## config.mk

```make
export PLATFORM = sky130hd
export DESIGN_NAME = morse_timebase
export DESIGN_NICKNAME = d
export VERILOG_FILES = /design/src/rtl/morse_timebase.sv
export SDC_FILE = /design/constraint.sdc
export NUM_CORES = 1
export LEC_CHECK = 0
export CAP_MARGIN = 25
export CORE_MARGIN = 5
export CORE_UTILIZATION = 45
export CTS_CLUSTER_DIAMETER = 120
export DETAILED_ROUTE_END_ITERATION = 8
export PLACE_DENSITY = 0.62
export SYNTH_ARGS = -nofsm -noshare
export SYNTH_HDL_FRONTEND = slang
export SYNTH_SLANG_ARGS = --single-unit
```

## constraint.sdc

```tcl
create_clock -name iCLK -period 3.3 [get_ports iCLK]
set_clock_uncertainty 0.1 [all_clocks]
set_input_delay 0.33 -clock iCLK [delete_from_list [all_inputs] [get_ports iCLK]]
set_output_delay 0.33 -clock iCLK [all_outputs]
set_load 0.05 [all_outputs]
```

## src/rtl/morse_timebase.sv

```systemverilog
// morse_timebase: scalable Morse dot-unit tick generator with a slow tick every RATIO
// base ticks, wrap/saturating tick counters and a slow-counter wrap flag.
module morse_timebase #(
    parameter int CLK_HZ  = 50_000_000,
    parameter int TICK_HZ = 2,
    parameter int RATIO   = 2,
    parameter int CNT_W   = 4,
    parameter int SAT     = 0
) (
    input  logic             iCLK,
    input  logic             iRST,
    input  logic             iEn,
    input  logic             iClr,
    input  logic [1:0]       iScale,
    output logic             oTick,
    output logic             oSlowTick,
    output logic [CNT_W-1:0] oTickCnt,
    output logic [CNT_W-1:0] oSlowCnt,
    output logic             oWrap
);
    localparam int BASE = CLK_HZ / TICK_HZ;
    localparam int PW   = $clog2(8 * BASE);
    localparam int PHW  = RATIO > 1 ? $clog2(RATIO) : 1;
    localparam logic [CNT_W-1:0] MAX = '1;

    generate
        if (BASE < 2 || BASE * TICK_HZ != CLK_HZ || RATIO < 1) begin : g_bad_param
            $error("morse_timebase: CLK_HZ/TICK_HZ must be an integer >= 2 and RATIO >= 1");
        end
    endgenerate

    logic [PW-1:0]  pre;
    logic [PHW-1:0] ph;
    logic [1:0]     scale_act;
    logic [PW-1:0]  last;
    logic           tick;
    logic           slow;
    logic           wrap_hit;

    // Period length follows the scale latched at the previous tick edge, not the live input.
    assign last     = (PW'(BASE) << scale_act) - PW'(1);
    assign tick     = iEn && pre == last;
    assign slow     = tick && ph == PHW'(RATIO - 1);
    assign wrap_hit = SAT != 0 ? oSlowCnt == MAX - CNT_W'(1) : oSlowCnt == MAX;

    function automatic logic [CNT_W-1:0] adv(input logic [CNT_W-1:0] c);
        return (SAT != 0 && c == MAX) ? c : c + CNT_W'(1);
    endfunction

    always_ff @(posedge iCLK or posedge iRST) begin
        if (iRST) begin
            pre       <= '0;
            ph        <= '0;
            scale_act <= '0;
            oTick     <= 1'b0;
            oSlowTick <= 1'b0;
            oTickCnt  <= '0;
            oSlowCnt  <= '0;
            oWrap     <= 1'b0;
        end else if (iClr) begin
            pre       <= '0;
            ph        <= '0;
            scale_act <= iScale;
            oTick     <= 1'b0;
            oSlowTick <= 1'b0;
            oTickCnt  <= '0;
            oSlowCnt  <= '0;
            oWrap     <= 1'b0;
        end else begin
            oTick     <= tick;
            oSlowTick <= slow;
            oWrap     <= slow && wrap_hit;
            if (iEn)
                pre <= tick ? '0 : pre + PW'(1);
            if (tick) begin
                scale_act <= iScale;
                oTickCnt  <= adv(oTickCnt);
                ph        <= slow ? '0 : ph + PHW'(1);
            end
            if (slow)
                oSlowCnt <= adv(oSlowCnt);
        end
    end
endmodule

```

After elaboration in Yosys (flattened, before gate mapping)
Index checks and enable logic that the tools add are counted.

cells by class
  add/sub/neg operators = 5
  equality and inequality tests = 2
  shift-type cells = 1
  multiplexer cells = 15
  reduce and logical (&&, ||, !) cells = 6

operator list
  kind                   count
  $mux 28                3
  $add 28x1->28 const B  1
  $eq 28x28->1           1
  $shl 25x2->28 const A  1
  $sub 28x2->28 const B  1
  $mux 4                 4
  $add 4x1->4 const B    2
  $mux 1                 6
  $reduce_bool 2->1      3
  $eq 4x4->1 const B     1
  $mux 2                 2
  $logic_and 1x1->1      3
  $add 1x1->1 const B    1

storage, ports and cells
  flip-flop bits (word level) = 42
  word-level logic and storage cells = 37

Depth between registers and ports, before layout
Gate-level depths: netlist (run 1).

  word-level depth = 8
  mapped depth = 10
  gate-level depth less buffers = 8

Least setup slack after synthesis (run 1)
Ideal clock, no wire load.

  path type = register to register
  from = register scale_act[0]
  to = register scale_act[0]
  setup time = 0.125 ns
  arrival time = 2.451 ns
  path slack = 0.625 ns
  stages on the path, launching flop included = 9
  path buffers = 1
  cell sequence = dfrtp_1 or2_1 buf_2 ha_1 o32ai_1 o211ai_1 a2111o_1 nand2_2 mux2_2

between the ends
  word-level cells in the longest chain between the ends = 5

ends and longest elaborated chain
  element                             RTL line  text
  from (decl)                         34        logic [1:0] scale_act;
  from (signal assigned)              63        scale_act <= iScale;
  from (signal assigned)              76        scale_act <= iScale;
  $shl 25x2->28                       41        assign last = (PW'(BASE) << scale_act) - PW'(1);
  $sub 28x2->28                       41
  $eq 28x28->1                        42        assign tick = iEn && pre == last;
  $logic_and 1x1->1                   42
  $reduce_bool 2->1 (no source line)  n/a

No other way between the ends.
A chain may end at the register's enable or synchronous reset.

Worst setup path after layout (run 1)
  from = register scale_act[1]
  to = register scale_act[1]

Same word-level chain as after synthesis.

==> results of run 1 <==
area by class of cell:
| class | instances | share of cell area |
|---|---|---|
| multi-input cells | 211 | 0.470 |
| flip-flops and latches | 42 | 0.365 |
| repair buffers | 26 | 0.0885 |
| well taps | 72 | 0.0313 |
| clock buffers | 7 | 0.0299 |
| inverters | 11 | 0.0143 |
| clock inverters | 1 | 0.00174 |
per-stage QoR:
| stage | setup WS, ns | power [mW] | instances | utilization |
|---|---|---|---|---|
| floorplan | 0.625 | 0.588 | 277 | - |
| global placement | 0.401 | 0.610 | 361 | 0.505 |
| detailed placement | 0.300 | 0.614 | 362 | 0.510 |
| CTS | 0.295 | 0.955 | 370 | 0.527 |
| global route | 0.0946 | 0.986 | 370 | 0.527 |
| finish | 0.301 | 0.944 | 370 | 0.527 |
routing by layer:
layer  track usage  part of all wire  vias up
met4        0.0547             0.017        0
met3        0.0324             0.053        6
li1              -                 -     1026
met1         0.241              0.48      966
met5             0                 0        -
met2         0.241              0.45       42
state kept, by name, summed over array words and instances, names as in the netlist:
name / count
pre: 28
oSlowCnt: 4
oTickCnt: 4
scale_act: 2
oSlowTick: 1
oTick: 1
oWrap: 1
ph: 1
power by group:
group          total, mW  switching (mW)  internal (mW)
Clock              0.341           0.172          0.169
Combinational     0.0754          0.0438         0.0316
Sequential         0.528         0.00928          0.518
cells by family after synthesis:
| kind of cell | count (synthesis) | synth area share |
|---|---|---|
| AND/OR/NAND/NOR | 135 | 0.299 |
| flip-flops | 42 | 0.420 |
| AO/OA/AOI/OAI | 41 | 0.109 |
| XOR/XNOR | 27 | 0.0944 |
| buffers and inverters | 24 | 0.0400 |
| multiplexers | 4 | 0.0175 |
| adder cells (fa/ha/maj) | 4 | 0.0200 |
cells in the final DEF, fill, tap and decap left out, drive strengths merged, types with 10 or more instances in the layout:
cell,synthesis,routed
dfrtp,42,42
nor2,33,33
nand2,21,21
xor2,16,16
clkdlybuf4s50,0,16
nand2b,11,11
nand3,11,11
xnor2,11,11
a21oi,10,10
inv,11,10
buf,6,10
how the worst max path moves through the flow:
stage,start,end,slack [ns],cells after the start
floorplan,scale_act[0],scale_act[0],0.62,8
global placement,scale_act[1],scale_act[1],0.40,7
detailed placement,scale_act[1],scale_act[1],0.30,7
CTS,scale_act[1],scale_act[1],0.30,7
global route,scale_act[1],scale_act[1],0.09,7
finish,scale_act[1],scale_act[1],0.30,7
==> run_results.csv, run 1 <==
group,metric,value,unit
cells_and_area,nets,307,
placed_design,place_congestion,0.867,
cells_and_area,fill_cells,544,
timing,setup_viol,0,
clocking,clockRootBuffer,"clkbuf_8",
drt,vias_per_cell,5.51,
timing,whs,0.234,ns
synthesis,synth_area_leader_cell,"dfrtp_1",
clocking,hold_buffers,0,
drt,drc,0,
synthesis,synth_area,0.00250,sq mm
synthesis,ys.flop_type,"dfrtp_1",
cells_and_area,drive_gt1_frac,0.0973,
critical_path,path_cells,"or2_1 -> ha_1 -> o32ai_1 -> o211ai_1 -> a2111o_1 -> nand2_2 -> mux2_2",
drt,num_vias,2040,
grt,grt_pass1_vias,1839,
floorplan,ios,17,
critical_path,cp_slowest_cell,"dfrtp_1",
cells_and_area,multiInputGateArea,0.00135,sq mm
critical_path,worstSetupEndpointType,"flip-flop",
synthesis,synth_common_cells,"dfrtp_1 (42), nor2_1 (33), nand2_1 (19), xor2_1 (16)",
placed_design,hpwl,4280,um
critical_path,reg2reg_to,"scale_act[1]",
critical_path,path_buf_inv,0,
synthesis,ys_warn_count,0,
grt,antenna_found_initial,0,
critical_path,arrival,3.08,ns
synthesis,ys_seq_area_frac,0.420,
floorplan,chipHeight,84.6,um
clocking,post_cts_buffers,0,
synthesis,synthArstFlopShare,1.00,
grt,grt_overflow,0,
placed_design,dpl_cell_area,0.00279,sq mm
critical_path,worst-path-max-fanout,15,
clocking,cts.sink_count,42,
power_and_ir_drop,p_leak,1.12,nW
clocking,clock_path_buffers,2,
synthesis,syn_avg_cell_area,9.04,sq um
floorplan,dieArea,0.00716,sq mm
drt,drtAntennaViolNets,0,
run_status,outcome,"completed",
critical_path,crit_required,3.38,ns
grt,grt_usage,0.164,
clocking,cts_made_buffers,5,
job,drv_cap,0,
timing,timing.setup.tns,0,ns
clocking,htreeDepth,2,
timing,relSlewSlack,0.615,
cells_and_area,antennaDiodeCount,0,
power_and_ir_drop,powerDensity,327,mW/mm^2
timing,period_share,0.909,
drt,drt_iter0_drc,188,
floorplan,coreArea,0.00547,sq mm
synthesis,postSynthCellCount,277,
clocking,post_cts_resized,0,
drt,firstDrtPassIters,4,
critical_path,slowest_delay,0.53,ns
timing,hold_violations,0,
critical_path,start_kind,"flip-flop",
synthesis,yosysMostFrequentCell,"dfrtp_1",
min_path,hp-class,"input pin to asynchronous set/reset pin",
synthesis,yosysUniqueCellTypes,54,
timing,grt_setup_unrepaired,"no",
clocking,clock_latency,0.29,ns
drt,wl_per_cell,15.0,um
grt,grt_max_degree,17,
cells_and_area,area.sequential,0.00105,sq mm
synthesis,synth-edff-count,0,
floorplan,die_w,84.6,um
cells_and_area,syn_to_final_growth,15.1,%
timing,finalMaxSlewViolations,0,
synthesis,synth_top_area_share,0.420,
critical_path,r2r_cells,7,
drt,routed_wl,5540,um
floorplan,rows,27,
grt,grt_pass1_wl,9420,um
synthesis,synth_nets,287,
cells_and_area,design_area,0.00288,sq mm
critical_path,critical_path_class,"flip-flop to flip-flop",
floorplan,initial_utilization,0.458,
synthesis,synth.area.top_cells,"dfrtp_1 (42%), xor2_1 (5.6%), nor2_1 (4.9%)",
clocking,cts_tree,"built",
placed_design,portBuffers,16,
critical_path,path_delay_family,"compound AO/OA/AOI/OAI gates",
timing,period_minus_slack,3.00,ns
synthesis,synth_seq_cells,42,
power_and_ir_drop,peakVddDrop,0.256,mV
clocking,clk_pin_slew,0.08,ns
timing,tightest_slew,0.572,ns
critical_path,r2r_start,"scale_act[1]",
timing,fmax,333,MHz
critical_path,r2r_slack,0.30,ns
Note: power is estimated with default switching activity, not from simulation.
==> run 2: changes to the inputs <==
--- a/config.mk
+++ b/config.mk
@@ -8,9 +8,10 @@
 export CAP_MARGIN = 25
 export CORE_MARGIN = 5
 export CORE_UTILIZATION = 45
-export CTS_CLUSTER_DIAMETER = 120
+export CTS_CLUSTER_DIAMETER = 200
 export DETAILED_ROUTE_END_ITERATION = 8
 export PLACE_DENSITY = 0.62
 export SYNTH_ARGS = -nofsm -noshare
 export SYNTH_HDL_FRONTEND = slang
 export SYNTH_SLANG_ARGS = --single-unit
+export TNS_END_PERCENT = 50
==> results of run 2 <==
No change in the layout: final DEF, timing and power equal those of run 1.
==> edit 1 (config.mk and constraints of run 2) <==
Set the parameter `TICK_HZ` to 4 (it was 2).
--- a/src/rtl/morse_timebase.sv
+++ b/src/rtl/morse_timebase.sv
@@ -4,3 +4,3 @@
     parameter int CLK_HZ  = 50_000_000,
-    parameter int TICK_HZ = 2,
+    parameter int TICK_HZ = 4,
     parameter int RATIO   = 2,
Behaviour: no difference found for any inputs over 10 cycles, from zero or initial values and one cycle with iRST high; that may be too few to reach the edited logic, so the function may still have changed.
==> edit 1 against run 2 <==
  * Synthesized area up 0.50%
  * Wire length down 0.92%
  * Design area down 1.0%
  * Critical path type unchanged
  * Power down 2.9%
  * Sequential cell count down 1
  * Via count down 1.8%
  * Utilization down 0.55 points
  * Setup slack better by 0.044 ns
==> edit 1: results (changes against run 2) <==
Run status
  – Outcome: complete, no violations

Place
  – Place WS: 0.335 ns (+0.0352 ns)
  – Post-DP HPWL: 4.04 mm (-5.6%)
  – GPL Wtd Cong: 0.863 (-0.43%)

Power
  – Peak VDD IR: 0.209 mV (-18%)
  – Leak: 0.00112 uW (-0.64%)

Global routing
  – Total Routing Usage GR: 16.4% (-0.064 points)
  – Largest net degree at the start of global routing: 42 (+25)
  – First-pass GRT wire length: 9.33 mm (-0.96%)
  – Vias in the first global route: 1900 (+3.3%)

Detailed routing
  – Initial DRC count: 104 (-45%)
  – WL/cell: 15.1 um (+0.71%)
  – Drt pass-1 iters: 4 (unchanged)
  – DR vias: 2004 (-1.8%)

Clocking
  – Worst-path clk slew: 0.08 ns (about the same)
  – Cts bufs inserted: 5 (unchanged)

Layout
  – Layout cells sized above 1: 6.16% (-3.6 points)
  – Filler Cell Count: 511 (-6.1%)
  – Fin nets: 301 (-2.0%)
  – Biggest regs: pre: 27 flops, oSlowCnt: 4 flops, oTickCnt: 4 flops

Worst setup path
  – WP data arrival: 3.03 ns (-0.05 ns)
  – Number of cells on the worst reg-to-reg path: 8 (+1)
  – Crit-path max FO: 23 (+8)

Synthesis
  – Top post-synthesis cells by count: dfrtp_1, nor2_1, xnor2_1
  – Seq/Total Area, Yosys: 40.8% (-1.2 points)
  – Unique masters post-synth: 55 (+1.9%)
  – Synth top area cells: dfrtp_1, xnor2_1, nor2_1
  – Syn_nets: 284 (-1.0%)

STA
  – Relative slew margins: 63.0% (+1.5 points)
## edit 1: stage by stage
step / instance area [sq um] / hold slack (ns) / total power (uW) / cells / util (%)
after detailed placement: 2770 / 0.451 / 608 / 356 / 50.7
after global routing: 2850 / 0.421 / 961 / 364 / 52.1
after CTS: 2850 / 0.382 / 928 / 364 / 52.1
final: 2850 / 0.371 / 916 / 364 / 52.1
after global placement: 2770 / 0.439 / 608 / 356 / 50.7
after floorplan: 2520 / 0.365 / 581 / 274 / -
## edit 1: area by class of cell
class                           count  area [sq um]  area share (%)
Inverter                           16          60.1            2.11
Sequential cell                    41          1030            36.0
Timing Repair Buffer               24           220            7.72
Tap cell                           72          90.1            3.16
Multi-Input combinational cell    203          1380            48.2
Clock buffer                        8          80.1            2.81
## edit 1: cell families after synthesis
group	count (synthesis)	share of synthesized area (%)
xor gates and xnor gates	32	11.1
muxes	8	3.48
DFF	41	40.8
and+or+nand+nor	127	27.1
adders and majority gates	4	1.99
buffers and inverters	30	4.57
AOI/OAI and AO/OA	32	10.9
## edit 1: power by group
part / switching (uW) / internal (uW)
clock: 169 / 150
combinational: 52.1 / 32.2
sequential: 5.02 / 507
## edit 1: final timing paths
kind / startpoint / endpoint / slack [ns]
min in group iCLK: oSlowCnt[0]$_DFFE_PP0P_ / oSlowCnt[0]$_DFFE_PP0P_ / 0.45
max: scale_act[1]$_DFFE_PP0P_ / pre[4]$_DFFE_PP0P_ / 0.35
max in group asynchronous: iRST / pre[6]$_DFFE_PP0P_ / 2.37
min reg2reg: oSlowCnt[0]$_DFFE_PP0P_ / oSlowCnt[0]$_DFFE_PP0P_ / 0.45
max reg2reg: scale_act[1]$_DFFE_PP0P_ / pre[4]$_DFFE_PP0P_ / 0.35
min: iRST / oSlowCnt[1]$_DFFE_PP0P_ / 0.37
## edit 1: worst max-delay path: stages, from the launching register on
cell and delay (ns):
dfrtp_1 0.46, or2_1 0.29, ha_1 0.31, xor2_1 0.17, nand2_1 0.08, or4_1 0.53
o41ai_4 0.43, buf_4 0.36, nor2_1 0.09
## edit 1: per-layer routing
layer	vias up	GRT usage (%)	part of all wire (%)
met2	41	25.3	47
met5	-	0	0
met4	0	6.47	1.1
li1	1010	-	-
met1	947	22.3	47
met3	6	3.53	4.8
==> edit 2 (settings of run 2) <==
Made on the original files. Register the output `oSlowCnt` once more; this adds one clock of latency there. The other outputs are not delayed to match.
--- a/src/rtl/morse_timebase.sv
+++ b/src/rtl/morse_timebase.sv
@@ -25,2 +25,4 @@
 
+    logic [CNT_W-1:0] oSlowCnt_s0;
+
     generate
@@ -43,3 +45,3 @@
     assign slow     = tick && ph == PHW'(RATIO - 1);
-    assign wrap_hit = SAT != 0 ? oSlowCnt == MAX - CNT_W'(1) : oSlowCnt == MAX;
+    assign wrap_hit = SAT != 0 ? oSlowCnt_s0 == MAX - CNT_W'(1) : oSlowCnt_s0 == MAX;
 
@@ -57,3 +59,3 @@
             oTickCnt  <= '0;
-            oSlowCnt  <= '0;
+            oSlowCnt_s0 <= '0;
             oWrap     <= 1'b0;
@@ -66,3 +68,3 @@
             oTickCnt  <= '0;
-            oSlowCnt  <= '0;
+            oSlowCnt_s0 <= '0;
             oWrap     <= 1'b0;
@@ -80,5 +82,9 @@
             if (slow)
-                oSlowCnt <= adv(oSlowCnt);
+                oSlowCnt_s0 <= adv(oSlowCnt_s0);
         end
     end
+    always_ff @(posedge iCLK) begin
+        oSlowCnt <= oSlowCnt_s0;
+    end
+
 endmodule
Check against the original RTL: no difference found for any inputs over 10 cycles, from zero or initial values and one cycle with iRST high; that may be too few to reach the edited logic, so the function may still have changed.
==> edit 2 against run 2 <==
  * Wire length is 3.3% higher
  * Cell count unchanged
  * Largest power group unchanged
  * First-iteration DRC count is 19% lower
  * Sequential cell count rose by 4
  * Critical path type unchanged
  * Global-route usage rose by 0.25 points
  * Setup slack got worse by 0.052 ns
  * Critical endpoint unchanged
  * Utilization is 0.89 points lower
  * Via count is 1.1% lower
  * Hold slack improved by 0.074 ns
  * Power grew 15%
  * Combinational power rose by 21%
  * Design area increased by 4.5%
  * Die area up 5.3%
  * Synthesized area up 6.0%
==> edit 2: results (changes against run 2) <==
Synthesis
  – Async SR Flop Fraction: 91.3% (-8.7 points)
  – Unique masters post-synth: 53 (-1.9%)
  – Seq/Total Area, Yosys: 42.6% (+0.62 points)
  – YS warnings: 0 (unchanged)
  – Syn_nets: 288 (+0.35%)
  – Top post-synthesis cells by count: dfrtp_1, nor2_1, xnor2_1
  – Synth top area cells: dfrtp_1, xnor2_1, nor2_1

Detailed routing
  – Initial DRC count: 152 (-19%)
  – Drt pass-1 iters: 4 (unchanged)
  – Routed WL: 5.73 mm (+3.3%)
  – DR vias: 2018 (-1.1%)

Layout
  – Fin nets: 304 (-0.98%)
  – Ant diodes: 0 (unchanged)
  – Max reg flops: 28 (unchanged)
  – Layout cells sized above 1: 10.5% (+0.78 points)

Worst setup path
  – Crit-path max FO: 32 (+17)
  – Slowest-stage cell, CP: o41ai_4
  – Crit path largest cell delay: 0.44 ns (-0.09 ns)
  – CP top delay family: compound AO/OA/AOI/OAI gates

Global routing
  – Largest net degree at the start of global routing: 33 (+16)
  – Total Routing Usage GR: 16.7% (+0.25 points)
  – Initial antenna violation count: 0 (unchanged)
  – First-pass GRT wire length: 9.89 mm (+5.0%)

Clocking
  – # H-tree levels: 2 (unchanged)
  – Worst-path clk slew: 0.10 ns (+0.02 ns)
  – Worst-Skew Late Latency: 0.30 ns
  – Clock Tree Root: clkbuf_8

Place
  – DP Area: 2900 sq um (+3.8%)
  – Post-DP HPWL: 4.15 mm (-2.9%)
  – Buffers on Ports: 16 (unchanged)
  – GPL Wtd Cong: 0.894 (+3.1%)
  – Place WS: 0.267 ns (-0.0330 ns)

STA
  – Relative slew margins: 39.8% (-22 points)

Power
  – Leak: 0.00117 uW (+4.2%)
  – Peak VDD IR: 0.195 mV (-24%)

Run status
  – Outcome: complete, no violations
## edit 2: stage by stage
stage	utilization, %	hold WS, ns	power (uW)	cells
2_1_floorplan	-	0.281	648	278
3_3_place_gp	49.8	0.299	672	362
6_report	51.8	0.308	1090	370
4_1_cts	51.8	0.326	1110	370
5_1_grt	51.8	0.353	1130	370
3_5_place_dp	49.8	0.303	674	362
## edit 2: layout make-up
type                    count  area, sq um
well taps                  75         93.8
inverters                  12         45.0
multi-input cells         205         1400
fillers                   560         2800
repair buffers             24          233
flip-flops and latches     46         1130
clock inverters             3         45.0
clock buffers               5         68.8
## edit 2: final timing paths
kind | endpoint | from | slack (ns) | cells after the start
min | pre[2]$_DFFE_PP0P_ | iRST | 0.31 | 2
max | scale_act[1]$_DFFE_PP0P_ | scale_act[1]$_DFFE_PP0P_ | 0.25 | 9
max in group asynchronous | pre[21]$_DFFE_PP0P_ | iRST | 2.09 | 3
max reg2reg | scale_act[1]$_DFFE_PP0P_ | scale_act[1]$_DFFE_PP0P_ | 0.25 | 9
min in group iCLK | oSlowCnt[3]$_DFF_P_ | oSlowCnt_s0[3]$_DFFE_PP0P_ | 0.32 | 0
min reg2reg | oSlowCnt[3]$_DFF_P_ | oSlowCnt_s0[3]$_DFFE_PP0P_ | 0.32 | 0
## edit 2: cell families (layout without fill, tap and decap cells)
group | after synthesis | count (layout) | synth area share, %
AOI/OAI and AO/OA | 29 | 29 | 9.61
xor gates and xnor gates | 29 | 29 | 9.56
adders and majority gates | 4 | 4 | 1.88
buffers and inverters | 27 | 44 | 4.90
DFF | 46 | 46 | 42.6
muxes | 9 | 9 | 3.72
and+or+nand+nor | 134 | 134 | 27.7
## edit 2: per-layer routing
metal  track usage [%]  wire, um
met2              24.7      2490
met3              3.14       309
met5                 0         0
met1              24.2      2820
met4              5.95       108
## edit 2: power breakdown
part	internal, uW	total (uW)	switching [uW]
Combinational	36.8	91.0	54.2
Sequential	567	571	3.59
Clock	226	428	202
